### src/rtl/tick_rate_ctrl_pkg.sv
// Shared definitions for the count-rate controller: default rate exponents,
// debounce length, FSM state encoding and the rate-mask helper.
package tick_rate_ctrl_pkg;

    localparam int DEF_DIV_EXP0   = 1;
    localparam int DEF_DIV_EXP1   = 2;
    localparam int DEF_DIV_EXP2   = 3;
    localparam int DEF_DIV_EXP3   = 4;
    localparam int DEF_STABLE_CYC = 4;

    typedef enum logic {
        ST_RUN  = 1'b0,
        ST_PEND = 1'b1
    } state_t;

    typedef logic [1:0] rate_sel_t;

    // Low-bit mask whose all-ones match marks the last cycle of a 2^exp period.
    function automatic logic [31:0] rate_mask(input int exp_v);
        return (32'd1 << exp_v) - 32'd1;
    endfunction

endpackage

### src/rtl/tick_rate_ctrl_if.sv
// Rate-select switch in, tick enable and selection status out.
interface tick_rate_ctrl_if;

    logic [1:0] sw;
    logic       tick;
    logic [1:0] sel_active;
    logic       pending;

    modport master (output sw, input tick, input sel_active, input pending);
    modport slave  (input sw, output tick, output sel_active, output pending);

endinterface

### src/rtl/tick_rate_ctrl_sw_sync_filter.sv
// Two-flop synchroniser for the raw rate switch followed by a stability counter;
// a value is offered to the controller only after it has held STABLE_CYC cycles.
module sw_sync_filter
    import tick_rate_ctrl_pkg::*;
#(
    parameter int STABLE_CYC = DEF_STABLE_CYC
) (
    input  logic      clk,
    input  logic      rst,
    input  rate_sel_t sw,
    output rate_sel_t cand,
    output logic      stable
);

    localparam int SCW = (STABLE_CYC > 2) ? $clog2(STABLE_CYC) : 1;
    localparam logic [SCW-1:0] STAB_MAX = SCW'(STABLE_CYC - 1);

    rate_sel_t      sw_m;
    rate_sel_t      sw_s;
    logic [SCW-1:0] stab_cnt;

    always_ff @(posedge clk) begin
        if (rst) begin
            sw_m     <= '0;
            sw_s     <= '0;
            cand     <= '0;
            stab_cnt <= '0;
        end else begin
            sw_m <= sw;
            sw_s <= sw_m;
            if (sw_s != cand) begin
                cand     <= sw_s;
                stab_cnt <= '0;
            end else if (stab_cnt != STAB_MAX) begin
                stab_cnt <= stab_cnt + 1'b1;
            end
        end
    end

    assign stable = (stab_cnt == STAB_MAX);

endmodule

### src/rtl/tick_rate_ctrl.sv
// Four-rate tick generator: free-running prescaler, registered tick and a
// rate-switch FSM that only commits a new selection at the prescaler wrap.
//
//   state   | meaning
//   ST_RUN  | ticking at sel_active, no change requested
//   ST_PEND | req_sel accepted, waiting for prescaler wrap to commit it
module tick_rate_ctrl
    import tick_rate_ctrl_pkg::*;
#(
    parameter int DIV_EXP0   = DEF_DIV_EXP0,
    parameter int DIV_EXP1   = DEF_DIV_EXP1,
    parameter int DIV_EXP2   = DEF_DIV_EXP2,
    parameter int DIV_EXP3   = DEF_DIV_EXP3,
    parameter int STABLE_CYC = DEF_STABLE_CYC
) (
    input logic             clk,
    input logic             rst,
    tick_rate_ctrl_if.slave bus
);

    localparam int W = DIV_EXP3;
    localparam logic [W-1:0] MASK0 = W'(rate_mask(DIV_EXP0));
    localparam logic [W-1:0] MASK1 = W'(rate_mask(DIV_EXP1));
    localparam logic [W-1:0] MASK2 = W'(rate_mask(DIV_EXP2));
    localparam logic [W-1:0] MASK3 = W'(rate_mask(DIV_EXP3));

    logic [W-1:0] cnt;
    logic [3:0]   hit;
    logic         wrap;
    rate_sel_t    cand;
    logic         stable;
    rate_sel_t    req_sel;
    rate_sel_t    sel_active;
    logic         tick;
    state_t       state;

    sw_sync_filter #(
        .STABLE_CYC (STABLE_CYC)
    ) u_sw_filter (
        .clk    (clk),
        .rst    (rst),
        .sw     (bus.sw),
        .cand   (cand),
        .stable (stable)
    );

    assign hit[0] = ((cnt & MASK0) == MASK0);
    assign hit[1] = ((cnt & MASK1) == MASK1);
    assign hit[2] = ((cnt & MASK2) == MASK2);
    assign hit[3] = ((cnt & MASK3) == MASK3);
    // All faster rates also hit here, so switching at wrap never truncates a period.
    assign wrap   = hit[3];

    always_ff @(posedge clk) begin
        if (rst) begin
            cnt        <= '0;
            tick       <= 1'b0;
            req_sel    <= '0;
            sel_active <= '0;
            state      <= ST_RUN;
        end else begin
            cnt  <= cnt + 1'b1;
            tick <= hit[sel_active];
            case (state)
                ST_RUN: begin
                    if (stable && (cand != sel_active)) begin
                        req_sel <= cand;
                        state   <= ST_PEND;
                    end
                end
                ST_PEND: begin
                    if (wrap) begin
                        sel_active <= req_sel;
                        state      <= ST_RUN;
                    end else if (stable && (cand == sel_active)) begin
                        state <= ST_RUN;
                    end else if (stable && (cand != req_sel)) begin
                        req_sel <= cand;
                    end
                end
            endcase
        end
    end

    assign bus.tick       = tick;
    assign bus.sel_active = sel_active;
    assign bus.pending    = (state == ST_PEND);

endmodule

### src/flat_wrapper.sv
// flat-port wrapper written by rule: the top's interface ports become plain ports
module tick_rate_ctrl_flat import tick_rate_ctrl_pkg::*;
#(
    parameter int DIV_EXP0   = DEF_DIV_EXP0,
    parameter int DIV_EXP1   = DEF_DIV_EXP1,
    parameter int DIV_EXP2   = DEF_DIV_EXP2,
    parameter int DIV_EXP3   = DEF_DIV_EXP3,
    parameter int STABLE_CYC = DEF_STABLE_CYC
)
  (clk, rst, bus_sw, bus_tick, bus_sel_active, bus_pending);
  tick_rate_ctrl_if bus_i ();
  input logic clk;
  input logic rst;
  input wire logic [$bits(bus_i.sw)-1:0] bus_sw;
  output wire logic [$bits(bus_i.tick)-1:0] bus_tick;
  output wire logic [$bits(bus_i.sel_active)-1:0] bus_sel_active;
  output wire logic [$bits(bus_i.pending)-1:0] bus_pending;
  assign bus_i.sw = bus_sw;
  assign bus_tick = bus_i.tick;
  assign bus_sel_active = bus_i.sel_active;
  assign bus_pending = bus_i.pending;
  tick_rate_ctrl #(.DIV_EXP0(DIV_EXP0), .DIV_EXP1(DIV_EXP1), .DIV_EXP2(DIV_EXP2), .DIV_EXP3(DIV_EXP3), .STABLE_CYC(STABLE_CYC)) u_core (.clk(clk), .rst(rst), .bus(bus_i));
endmodule
### config.mk
export PLATFORM = sky130hd
export DESIGN_NAME = tick_rate_ctrl_flat
export DESIGN_NICKNAME = d
export VERILOG_FILES = /design/src/rtl/tick_rate_ctrl_pkg.sv /design/src/rtl/tick_rate_ctrl_if.sv /design/src/rtl/tick_rate_ctrl_sw_sync_filter.sv /design/src/rtl/tick_rate_ctrl.sv /design/src/flat_wrapper.sv
export SDC_FILE = /design/constraint.sdc
export NUM_CORES = 1
export LEC_CHECK = 0
export BUFFER_PORTS_ARGS = -buffer_cell sky130_fd_sc_hd__buf_2
export CAP_MARGIN = 10
export CELL_PAD_IN_SITES_DETAIL_PLACEMENT = 1
export CELL_PAD_IN_SITES_GLOBAL_PLACEMENT = 2
export CORE_MARGIN = 8
export CORE_UTILIZATION = 25
export CTS_CLUSTER_DIAMETER = 50
export DETAILED_ROUTE_END_ITERATION = 10
export PLACE_DENSITY_LB_ADDON = 0.1
export SYNTH_ARGS = -nofsm -noshare
export SYNTH_HDL_FRONTEND = slang
export SYNTH_HIERARCHICAL = 1
export SYNTH_SLANG_ARGS = --single-unit
### constraint.sdc
create_clock -name clk -period 4.2 [get_ports clk]
set_input_delay 0.63 -clock clk [delete_from_list [all_inputs] [get_ports clk]]
set_output_delay 0.63 -clock clk [all_outputs]
set_load 0.1 [all_outputs]
# After elaboration in Yosys (flattened, before gate mapping)
# Cells that the tools add are included.
# Widths: inputs -> output; s select.
# op_classes
n_addsub	2
magnitude_cmp	1
n_eq_ne	13
n_mux	11
n_bitwise	1
reduce_logical	6
# op_table
cell	count
$mux 2	4
$ne 2x2->1 const B	4
$ne 2x2->1	3
$add 4x1->4 const B	1
$eq 2x2->1 const B	2
$eq 4x4->1 const B	1
$mux 1	4
$pmux 2 s2	1
$reduce_and 4->1	1
$eq 3x3->1 const B	1
$logic_and 1x1->1	3
$lt 2x3->1 const B	1
$add 2x1->2 const B	1
$bmux 1 s2	1
$eq 2x2->1	1
$ne 2x1->1 const B	1
$pmux 1 s2	1
$reduce_and 2->1	1
$reduce_or 2->1	1
$not 1->1	1
# word_totals
regBits	18
in_bits	4
out_inout_bits	4
elab_cells	43

# Depth between registers and ports, before layout
# Gate-level depths: netlist of run 1.
# logic_depth
word_depth	6
ltp_mapped	4

# Modules after synthesis
# The synthesis of run 1 kept the hierarchy.
# by_module_without_submodules
mod	instances	cells_per_inst	area_each_um2	seq_area_each_um2
tick_rate_ctrl	1	40	437.9	200.2
sw_sync_filter	1	21	271.5	160.2

# Least setup slack after synthesis of run 1
# Ideal clock, no wire load.
# synth_timing
kind	register to register
from	register u_core.sel_active[0], in the netlist u_core/bus.sel_active[0]
to	register u_core.tick, in the netlist u_core/bus.tick
setup_time_ns	0.127
t_arrival_ns	1.715
setup_slack_ns	2.358
stages_incl_launch_ff	3
synth_period_minus_slack_ns	1.842
cell_sequence	dfxtp_1 mux4_2 nor2b_4
# synth_between
elab_chain_len	2
# synth_rtl
element	line	rtl
start, declared	tick_rate_ctrl.sv:33	rate_sel_t sel_active;
start signal, assigned	tick_rate_ctrl.sv:73	sel_active <= req_sel;
$bmux 1 s2	tick_rate_ctrl.sv:63	tick <= hit[sel_active];
$mux 1 (implied by the code)	tick_rate_ctrl.sv:63	
end signal, assigned	tick_rate_ctrl.sv:63	
end, declared	tick_rate_ctrl.sv:34	logic tick;
# No other way between the ends. The select of a mux whose other input is x is not followed.
# A chain may end at the register's enable or synchronous reset.

# Final worst setup path of run 1
# layout_timing
from	register u_core.sel_active[0], in the netlist u_core/bus.sel_active[0]
to	output port bus_sel_active[0]
# layout_lines
element	line	rtl
end, declared	flat_wrapper.sv:16	output wire logic [$bits(bus_i.sel_active)-1:0] bus_sel_active;
# No word-level cell between the ends.

==> qor.txt, run 1 <==
status = completed
clock sink count = 18
area occupied by multi-input gates = 342 µm²
worst-skew pair later-pin latency = 0.29 ns
Fillers = 315
register area = 360 µm²
post-CTS sizing = 0
P&R area growth vs syn = 15.0%
Switching Fraction = 23.9%
Setup Viol. Count Final = 0
number of warnings issued by yosys = 6
P_int = 0.000243 W
initial antenna violation count = 0
Avg Cell Area, Syn = 11.6 µm²
top_reg_cell synth = dfxtp_1
Critical Path Slowest Stage Cell = buf_2
CP peak stage delay = 0.47 ns
largest net degree at the start of global routing = 21
Critical Path Source Type = flip-flop
Initial Utilization = 25.9%
Fin. Hold Viols = 0
final max-slew violation count = 0
post-synth top area share = 50.8%
global-route wire length before repair = 2250 µm
total wire length = 1280 µm
Worst Path Arrival = 1.20 ns
Post-synth EDFFs = 0
Row Count = 19
CP Class = flip-flop to output pin
fin crit share = 43.6%
post-synth top area cell = dfxtp_1
combinational power share = 9.4%
Iter 0 DRT Violations = 15
sequential fraction of the synthesis area = 50.8%
fin area = 816 µm²
All-Layer GR Usage = 5.83%
Req. time, crit path = 3.57 ns
Slew HR = 67.4%
Critical path buffers and inverters = 1
core area = 2730 µm²
mapped cell area = 709 µm²
Flop pwr share = 57.5%
DRC violations left = 0
VDD IR-drop max = 0.000173 V
synthesized instance count = 61
CTS tree = built
grt ovf = 0
HP Class = flip-flop to flip-flop
clock share of power = 33.1%
post-synthesis async set-or-reset flop share = 0%
RSZ-0062 raised after global routing = no
leakage = 0.386 nW
top post-synthesis cells by area = dfxtp_1 (51%), xor2_1 (7.4%), mux2i_1 (7.1%)
clk slew on worst S/H paths = 0.10 ns
routed vias = 458
count leader, synth = dfxtp_1
die span in y = 69.3 µm
CP top delay family = buffers and inverters
CTS Hold Bufs = 0
Final nets = 79
Post-Route Skew = 0.000684 ns
net load switching power = 0.0000763 W
Synth Net Count = 68
Die X = 69.3 µm
vias in the first global route = 471
total CTS buffers = 3
ANT cells = 0
final critical-path required period = 1.83 ns
Post-DP Area = 779 µm²
global placer's final weighted congestion = 0.655
worst-margin pin slew = 0.492 ns
First-pass DRT Iterations = 4
share of layout cells above drive strength 1 = 22.5%
vias per inst = 4.49
setup TNS = 0 ns
Post CTS Setup Buffer Count = 0
clock root cell = clkbuf_4
die area = 4800 µm²
Top Ports = 8
H-Tree Depth = 1
Pwr per Cell Area = 392 nW/µm²
Clock Tree Buf Depth = 2
Cell Chain, Critical Path = buf_2
maxcap violations = 0
WL per Instance = 12.6 µm
Synth Register Bits = 18
Final ANT Viol Nets = 0
Critical Path Sink Type = output pin
FMAX = 546 MHz
Unique masters post-synth = 17
most frequent cells after synthesis = dfxtp_1 (18), nor2b_1 (8), nor2_1 (6), xor2_1 (6), mux2i_1 (5)
Worst Path Max Fanout = 4
Port Buf Inserts = 7
==> power by group through the flow <==
stage | Clock (W) | Combinational (W) | Sequential (W)
3_5_place_dp | 0 | 0.0000307 | 0.000188
6_report | 0.000106 | 0.0000302 | 0.000184
4_1_cts | 0.000115 | 0.0000309 | 0.000184
3_3_place_gp | 0 | 0.0000309 | 0.000188
2_1_floorplan | 0 | 0.0000175 | 0.000193
5_1_grt | 0.000122 | 0.0000338 | 0.000185
==> routing by layer <==
metal	track usage [%]	part of all wire, %	vias up
li1	-	-	227
met1	7.10	48	224
met2	8.30	47	5
met3	2.00	3.9	2
met4	4.10	1.2	0
met5	0	0	-
==> logic make-up after synthesis <==
| family | after synthesis | share of synthesized area, % |
|---|---|---|
| AOI/OAI and AO/OA | 2 | 3.53 |
| xor gates and xnor gates | 6 | 7.41 |
| adders and majority gates | 3 | 5.29 |
| buffers and inverters | 2 | 1.06 |
| DFF | 18 | 50.8 |
| muxes | 6 | 10.2 |
| and+or+nand+nor | 24 | 21.7 |
==> registers in the layout, indices dropped and copies added, names as in the netlist <==
| signal | count |
|---|---|
| u_core/u_sw_filter/cand | 2 |
| u_core/bus.sel_active | 2 |
| u_core/u_sw_filter/sw_s | 2 |
| u_core/bus.tick | 1 |
| u_core/req_sel | 2 |
| u_core/bus.pending | 1 |
| u_core/u_sw_filter/sw_m | 2 |
| u_core/u_sw_filter/stab_cnt | 2 |
| u_core/cnt | 4 |
==> worst paths after layout <==
path / from / endpoint / slack, ns / cells past startpoint
setup reg to reg: u_core/cnt[0]$_SDFF_PP0_ / u_core/bus.tick$_SDFF_PP0_ / 2.72 / 4
setup / recovery: u_core/bus.sel_active[0]$_SDFFE_PP0P_ / bus_sel_active[0] / 2.37 / 1
hold reg to reg: u_core/u_sw_filter/sw_m[0]$_SDFF_PP0_ / u_core/u_sw_filter/sw_s[0]$_SDFF_PP0_ / 0.45 / 1
hold / removal: u_core/u_sw_filter/sw_m[0]$_SDFF_PP0_ / u_core/u_sw_filter/sw_s[0]$_SDFF_PP0_ / 0.45 / 1
==> per-stage QoR <==
step | std cells | hold slack [ns] | util (%) | total power [W] | setup WS [ns]
4_1_cts | 102 | 0.456 | 29.8 | 0.000329 | 2.33
2_1_floorplan | 61 | 0.414 | - | 0.000211 | 2.36
3_5_place_dp | 98 | 0.429 | 28.5 | 0.000218 | 2.68
3_3_place_gp | 98 | 0.420 | 28.5 | 0.000218 | 2.67
5_1_grt | 102 | 0.466 | 29.8 | 0.000341 | 2.29
6_report | 102 | 0.450 | 29.8 | 0.000320 | 2.37
==> layout by cell type, fill, tap and decap left out, drive strengths merged <==
cell type / netlist / routed
ha: 3 / 3
and3: 1 / 1
nand3: 1 / 1
mux4: 1 / 1
dfxtp: 18 / 18
xor2: 6 / 6
nor4: 2 / 2
a2111oi: 1 / 1
buf: 0 / 7
nor2b: 9 / 9
o211a: 1 / 1
nor2: 6 / 6
nand2b: 4 / 4
nand4: 1 / 1
mux2i: 5 / 5
clkbuf: 1 / 4
inv: 1 / 1
==> worst reg2reg max path, cell delays in order (launching register included) <==
cell,delay [ns]
dfxtp_1,0.35
ha_1,0.25
and3_1,0.19
mux4_2,0.45
nor2b_4,0.13
==> layout make-up <==
class | count | area share (%)
sequential | 18 | 44.2
multi-input combinational | 41 | 41.9
tap | 31 | 4.75
clock buffer | 4 | 4.45
timing repair buffer | 7 | 4.29
inverter | 1 | 0.460
Power figures use the tool's default switching activity.
==> run 2: changes to the inputs <==
==> constraint.sdc (replaced) <==
create_clock -name clk -period 1.6 [get_ports clk]
set_input_delay 0.24 -clock clk [delete_from_list [all_inputs] [get_ports clk]]
set_output_delay 0.24 -clock clk [all_outputs]
set_load 0.1 [all_outputs]
==> run 2 against run 1 <==
Non-clock buffer count unchanged; clock skew grew 0.0018 ns; utilization is 0.37 points lower; sequential cell count unchanged; combinational power increased to 2.6 times the previous value; clock power up 110%; global-route usage decreased by 0.17 points; register-to-register slack worse by 2.6 ns; highest routed layer unchanged.
==> qor.txt, run 2 (synthesis results as in run 1) <==
status = completed (unchanged)
setup TNS = 0 ns (unchanged)
Req. time, crit path = 1.78 ns (was 3.57 ns)
routed vias = 441 (was 458)
largest net degree at the start of global routing = 21 (unchanged)
CP peak stage delay = 0.45 ns (was 0.47 ns)
commonest non-fill, non-tap cell in the layout = dfxtp_1 (unchanged)
global-route wire length before repair = 2230 µm (was 2250 µm)
P&R area growth vs syn = 13.6% (was 15.0%)
fin crit share = 92.5%
die span in y = 69.3 µm (unchanged)
Biggest register = u_core/cnt (unchanged)
All-Layer GR Usage = 5.66% (was 5.83%)
R2R cell count = 4 (unchanged)
total wire length = 1220 µm (was 1280 µm)
Critical Path Sink Type = flip-flop (was output pin)
Setup Viol. Count Final = 0 (unchanged)
Post CTS Setup Buffer Count = 0 (unchanged)
Fin. Hold Viols = 0 (unchanged)
worst-margin pin slew = 0.491 ns (was 0.492 ns)
Worst Path Max Fanout = 4 (unchanged)
P_int = 0.000588 W (was 0.000243 W)
Switching Fraction = 24.9% (was 23.9%)
Critical Path Source Type = flip-flop (unchanged)
Critical Path Slowest Stage Cell = mux4_2 (was buf_2)
Top Ports = 8 (unchanged)
maxcap violations = 0 (unchanged)
net load switching power = 0.000196 W (was 0.0000763 W)
clk slew on worst S/H paths = 0.10 ns (about the same)
ANT cells = 0 (unchanged)
grt ovf = 0 (unchanged)
WL per Instance = 12.1 µm (was 12.6 µm)
Flop pwr share = 61.5% (was 57.5%)
CP Class = flip-flop to flip-flop (was flip-flop to output pin)
First-pass DRT Iterations = 2 (was 4)
worst slack, placed = 0.125 ns (was 2.68 ns)
Clock Tree Buf Depth = 2 (unchanged)
DP HPWL = 899 µm
leakage = 0.380 nW (was 0.386 nW)
core area = 2730 µm² (unchanged)
Final nets = 79 (unchanged)
Final ANT Viol Nets = 0 (unchanged)
HP Class = input pin to flip-flop (was flip-flop to flip-flop)
H-Tree Depth = 1 (unchanged)
global placer's final weighted congestion = 0.611 (was 0.655)
worst-skew pair later-pin latency = 0.29 ns (about the same)
vias per inst = 4.37 (was 4.49)
Worst Hold Depth = 2 (was 1)
vias in the first global route = 473 (was 471)
Initial Utilization = 25.9% (unchanged)
max reg flops = 4 (unchanged)
share of layout cells above drive strength 1 = 25.7% (was 22.5%)
crit path launch = u_core/cnt[0]$_SDFF_PP0_ (was u_core/bus.sel_active[0]$_SDFFE_PP0P_)
min-delay src = bus_sw[0] (was u_core/u_sw_filter/sw_m[0]$_SDFF_PP0_)
total CTS buffers = 3 (unchanged)
Reg-to-Reg Start = u_core/cnt[0]$_SDFF_PP0_ (unchanged)
CTS tree = built (unchanged)
CTS Hold Bufs = 0 (unchanged)
clock sink count = 18 (unchanged)
Port Buf Inserts = 7 (unchanged)
clock root cell = clkbuf_4 (unchanged)
Post-Route Skew = 0.00253 ns (was 0.000684 ns)
most frequent cells in the layout = dfxtp_1 (15), nor2b_1 (8), buf_2 (7) (was dfxtp_1 (18), nor2b_1 (8), buf_2 (7))
die area = 4800 µm² (unchanged)
Slew HR = 67.5% (was 67.4%)
post-CTS sizing = 0 (unchanged)
FMAX = 675 MHz
final critical-path required period = 1.48 ns
Cell Chain, Critical Path = ha_1 > and3_1 > mux4_2 > nor2b_4 (was buf_2)
DRC violations left = 0 (unchanged)
RSZ-0062 raised after global routing = no (unchanged)
combinational power share = 10.1% (was 9.4%)
Row Count = 19 (unchanged)
Worst Path Arrival = 1.66 ns (was 1.20 ns)
clock share of power = 28.4% (was 33.1%)
Setup WS post-layout = 0.119 ns (was 2.37 ns)
initial antenna violation count = 0 (unchanged)
Die X = 69.3 µm (unchanged)
VDD IR-drop max = 0.000431 V (was 0.000173 V)
Iter 0 DRT Violations = 20 (was 15)
final max-slew violation count = 0 (unchanged)
Pwr per Cell Area = 973 nW/µm² (was 392 nW/µm²)
Final Power = 0.000784 W (was 0.000320 W)
==> run 2: changes by cell type in the layout (fill, tap and decap cells not counted), sizes merged <==
cell / before / now
clkbuf: 4 / 3
==> run 2: power groups by stage <==
stage	sequential (W)	clock (W)	combinational (W)
after floorplan	0.000507	0	0.0000459
after detailed placement	0.000493	0	0.0000802
after CTS	0.000483	0.000245	0.0000807
after global placement	0.000492	0	0.0000806
final	0.000482	0.000223	0.0000788
after global routing	0.000485	0.000269	0.0000880
==> run 2: per-stage QoR <==
stage,hold WS (ns),instances,util [%],area (µm²)
3_5_place_dp,0.427,98,28.6,783
5_1_grt,0.139,101,29.5,806
2_1_floorplan,0.311,61,-,713
4_1_cts,0.140,101,29.5,806
3_3_place_gp,0.418,98,28.6,783
6_report,0.156,101,29.5,806
==> run 2: final cells by class <==
type                    count  area [µm²]
clock buffers               3        22.5
fillers                   302        1930
inverters                   1        3.75
multi-input cells          41         342
flip-flops and latches     18         364
well taps                  31        38.8
repair buffers              7        35.0
==> run 2: final timing paths <==
path	end	slack [ns]
worst max-delay path	u_core/bus.tick$_SDFF_PP0_	0.12
worst min register to register	u_core/u_sw_filter/sw_s[1]$_SDFF_PP0_	0.45
worst max register to register	u_core/bus.tick$_SDFF_PP0_	0.12
worst min-delay path	u_core/u_sw_filter/sw_m[0]$_SDFF_PP0_	0.16
==> run 2: layer usage <==
metal,up-vias,global-route usage (%),share of wire (%)
met1,205,7.28,53
met3,4,1.86,3.5
li1,225,-,-
met5,-,0,0
met4,0,4.10,2.5
met2,7,7.58,41
==> run 2: critical path: cells and delay by family (launching register included) <==
family        cells  cell delay [ns]
fa+ha+maj         1             0.24
simple gates      2             0.32
mux               1             0.45
flops             1             0.35
==> run 3: changes to the inputs <==
--- a/config.mk
+++ b/config.mk
@@ -11,6 +11,7 @@
 export CELL_PAD_IN_SITES_GLOBAL_PLACEMENT = 2
 export CORE_MARGIN = 8
 export CORE_UTILIZATION = 25
+export CTS_BUF_LIST = sky130_fd_sc_hd__clkbuf_8
 export CTS_CLUSTER_DIAMETER = 50
 export DETAILED_ROUTE_END_ITERATION = 10
 export PLACE_DENSITY_LB_ADDON = 0.1
==> run 3 against run 2 <==
Global-route usage did not move; largest cell class unchanged; sequential power barely moved; sequential share of layout area fell by 1.0 points; worst setup slack improved by 0.0015 ns; count of clock-buffer cells in the layout did not move; sequential cell count did not move; largest power group unchanged; routed wire length rose by 2.1%; register-to-register slack barely moved; utilization rose by 0.69 points; cell area rose by 2.3%; total power rose by 12%.
==> qor.txt, run 3 (synthesis results as in run 1) <==
Fin. Hold Viols = 0 (unchanged)
met1 wire length = 670 µm (was 650 µm)
most frequent cells in the layout = dfxtp_1 (15), nor2b_1 (8), buf_2 (7) (unchanged)
Fillers = 301 (was 302)
setup TNS = 0 ns (unchanged)
CTS tree = built (unchanged)
Biggest register = u_core/cnt (unchanged)
Top Layer Used = met4 (unchanged)
die area = 4800 µm² (unchanged)
routed vias = 441 (unchanged)
All-Layer GR Usage = 5.66% (unchanged)
FMAX = 676 MHz (was 675 MHz)
total CTS buffers = 3 (unchanged)
share of layout cells above drive strength 1 = 25.7% (unchanged)
grt ovf = 0 (unchanged)
largest net degree at the start of global routing = 21 (unchanged)
Top Ports = 8 (unchanged)
clock sink count = 18 (unchanged)
Final nets = 79 (unchanged)
max reg flops = 4 (unchanged)
Req. time, crit path = 1.74 ns (was 1.78 ns)
Setup Viol. Count Final = 0 (unchanged)
Post-Route Skew = 0.00660 ns (was 0.00253 ns)
CTS Hold Bufs = 0 (unchanged)
Die X = 69.3 µm (unchanged)
Pwr per Cell Area = 1060 nW/µm² (was 973 nW/µm²)
clk slew on worst S/H paths = 0.07 ns (was 0.10 ns)
clock root cell = clkbuf_8 (was clkbuf_4)
Critical path buffers and inverters = 0 (unchanged)
worst-skew pair later-pin latency = 0.25 ns (was 0.29 ns)
routed wl met2 = 518 µm (was 495 µm)
Post CTS Setup Buffer Count = 0 (unchanged)
WL per Instance = 12.3 µm (was 12.1 µm)
VDD IR-drop max = 0.000470 V (was 0.000431 V)
Slew HR = 67.6% (was 67.5%)
worst-margin pin slew = 0.490 ns (was 0.491 ns)
Port Buf Inserts = 7 (unchanged)
final max-slew violation count = 0 (unchanged)
DP HPWL = 899 µm (unchanged)
initial antenna violation count = 0 (unchanged)
area occupied by multi-input gates = 342 µm² (unchanged)
Critical Path Slowest Stage Cell = mux4_2 (unchanged)
Final ANT Viol Nets = 0 (unchanged)
Worst Path Arrival = 1.62 ns (was 1.66 ns)
vias per inst = 4.37 (unchanged)
Clock Tree Buf Depth = 2 (unchanged)
HP Class = input pin to flip-flop (unchanged)
global placer's final weighted congestion = 0.611 (unchanged)
Worst Hold Slack = 0.201 ns (was 0.156 ns)
CP Class = flip-flop to flip-flop (unchanged)
CP top delay family = multiplexers (unchanged)
First-pass DRT Iterations = 2 (unchanged)
fin crit share = 92.4% (was 92.5%)
core area = 2730 µm² (unchanged)
Row Count = 19 (unchanged)
CP peak stage delay = 0.45 ns (about the same)
commonest non-fill, non-tap cell in the layout = dfxtp_1 (unchanged)
ANT cells = 0 (unchanged)
global-route wire length before repair = 2220 µm (was 2230 µm)
Cell Chain, Critical Path = ha_1 > and3_1 > mux4_2 > nor2b_4 (unchanged)
status = completed (unchanged)
RSZ-0062 raised after global routing = no (unchanged)
met3 wire length = 39 µm (was 43 µm)
die span in y = 69.3 µm (unchanged)
Critical Path Source Type = flip-flop (unchanged)
DRC violations left = 0 (unchanged)
Non-Filler Instances = 101 (unchanged)
register area = 364 µm² (unchanged)
maxcap violations = 0 (unchanged)
post-CTS sizing = 0 (unchanged)
P&R area growth vs syn = 16.2% (was 13.6%)
final critical-path required period = 1.48 ns (about the same)
total wire length = 1240 µm (was 1220 µm)
Worst Path Max Fanout = 4 (unchanged)
H-Tree Depth = 1 (unchanged)
Critical Path Sink Type = flip-flop (unchanged)
leakage = 0.388 nW (was 0.380 nW)
Initial Utilization = 25.9% (unchanged)
Iter 0 DRT Violations = 19 (was 20)
vias in the first global route = 479 (was 473)
placed cells = 98 (unchanged)
run 3: cell type report:
class	count	area share, %
Tap cell	31	4.70
Sequential cell	18	44.2
Clock buffer	3	5.01
Timing Repair Buffer	7	4.25
Multi-Input combinational cell	41	41.4
Inverter	1	0.455
run 3: through the flow:
| stage | power [W] | setup WS [ns] | utilization, % | instance area [µm²] |
|---|---|---|---|---|
| 6_report | 0.000877 | 0.121 | 30.2 | 825 |
| 5_1_grt | 0.000929 | 0.0572 | 30.2 | 825 |
| 4_1_cts | 0.000895 | 0.113 | 30.2 | 825 |
| 3_5_place_dp | 0.000573 | 0.125 | 28.6 | 783 |
| 3_3_place_gp | 0.000572 | 0.157 | 28.6 | 783 |
| 2_1_floorplan | 0.000553 | 0.111 | - | 713 |
run 3: final timing paths:
check        depth (start not counted)                                    end                             startpoint  slack [ns]
min                                  2  u_core/u_sw_filter/sw_m[0]$_SDFF_PP0_                              bus_sw[0]        0.20
max reg2reg                          4             u_core/bus.tick$_SDFF_PP0_               u_core/cnt[0]$_SDFF_PP0_        0.12
min reg2reg                          1  u_core/u_sw_filter/sw_s[1]$_SDFF_PP0_  u_core/u_sw_filter/sw_m[1]$_SDFF_PP0_        0.44
max                                  4             u_core/bus.tick$_SDFF_PP0_               u_core/cnt[0]$_SDFF_PP0_        0.12
run 3: power breakdown:
group           total, W  internal (W)  switching [W]
Sequential      0.000483      0.000469      0.0000136
Clock           0.000316      0.000167       0.000149
Combinational  0.0000786     0.0000319      0.0000467
Total           0.000877      0.000668       0.000209
run 3: layer usage:
metal | GRT usage, % | vias to the layer above
met4 | 3.42 | 0
met5 | 0 | -
met3 | 2.29 | 2
met2 | 7.89 | 5
met1 | 7.03 | 209
li1 | - | 225
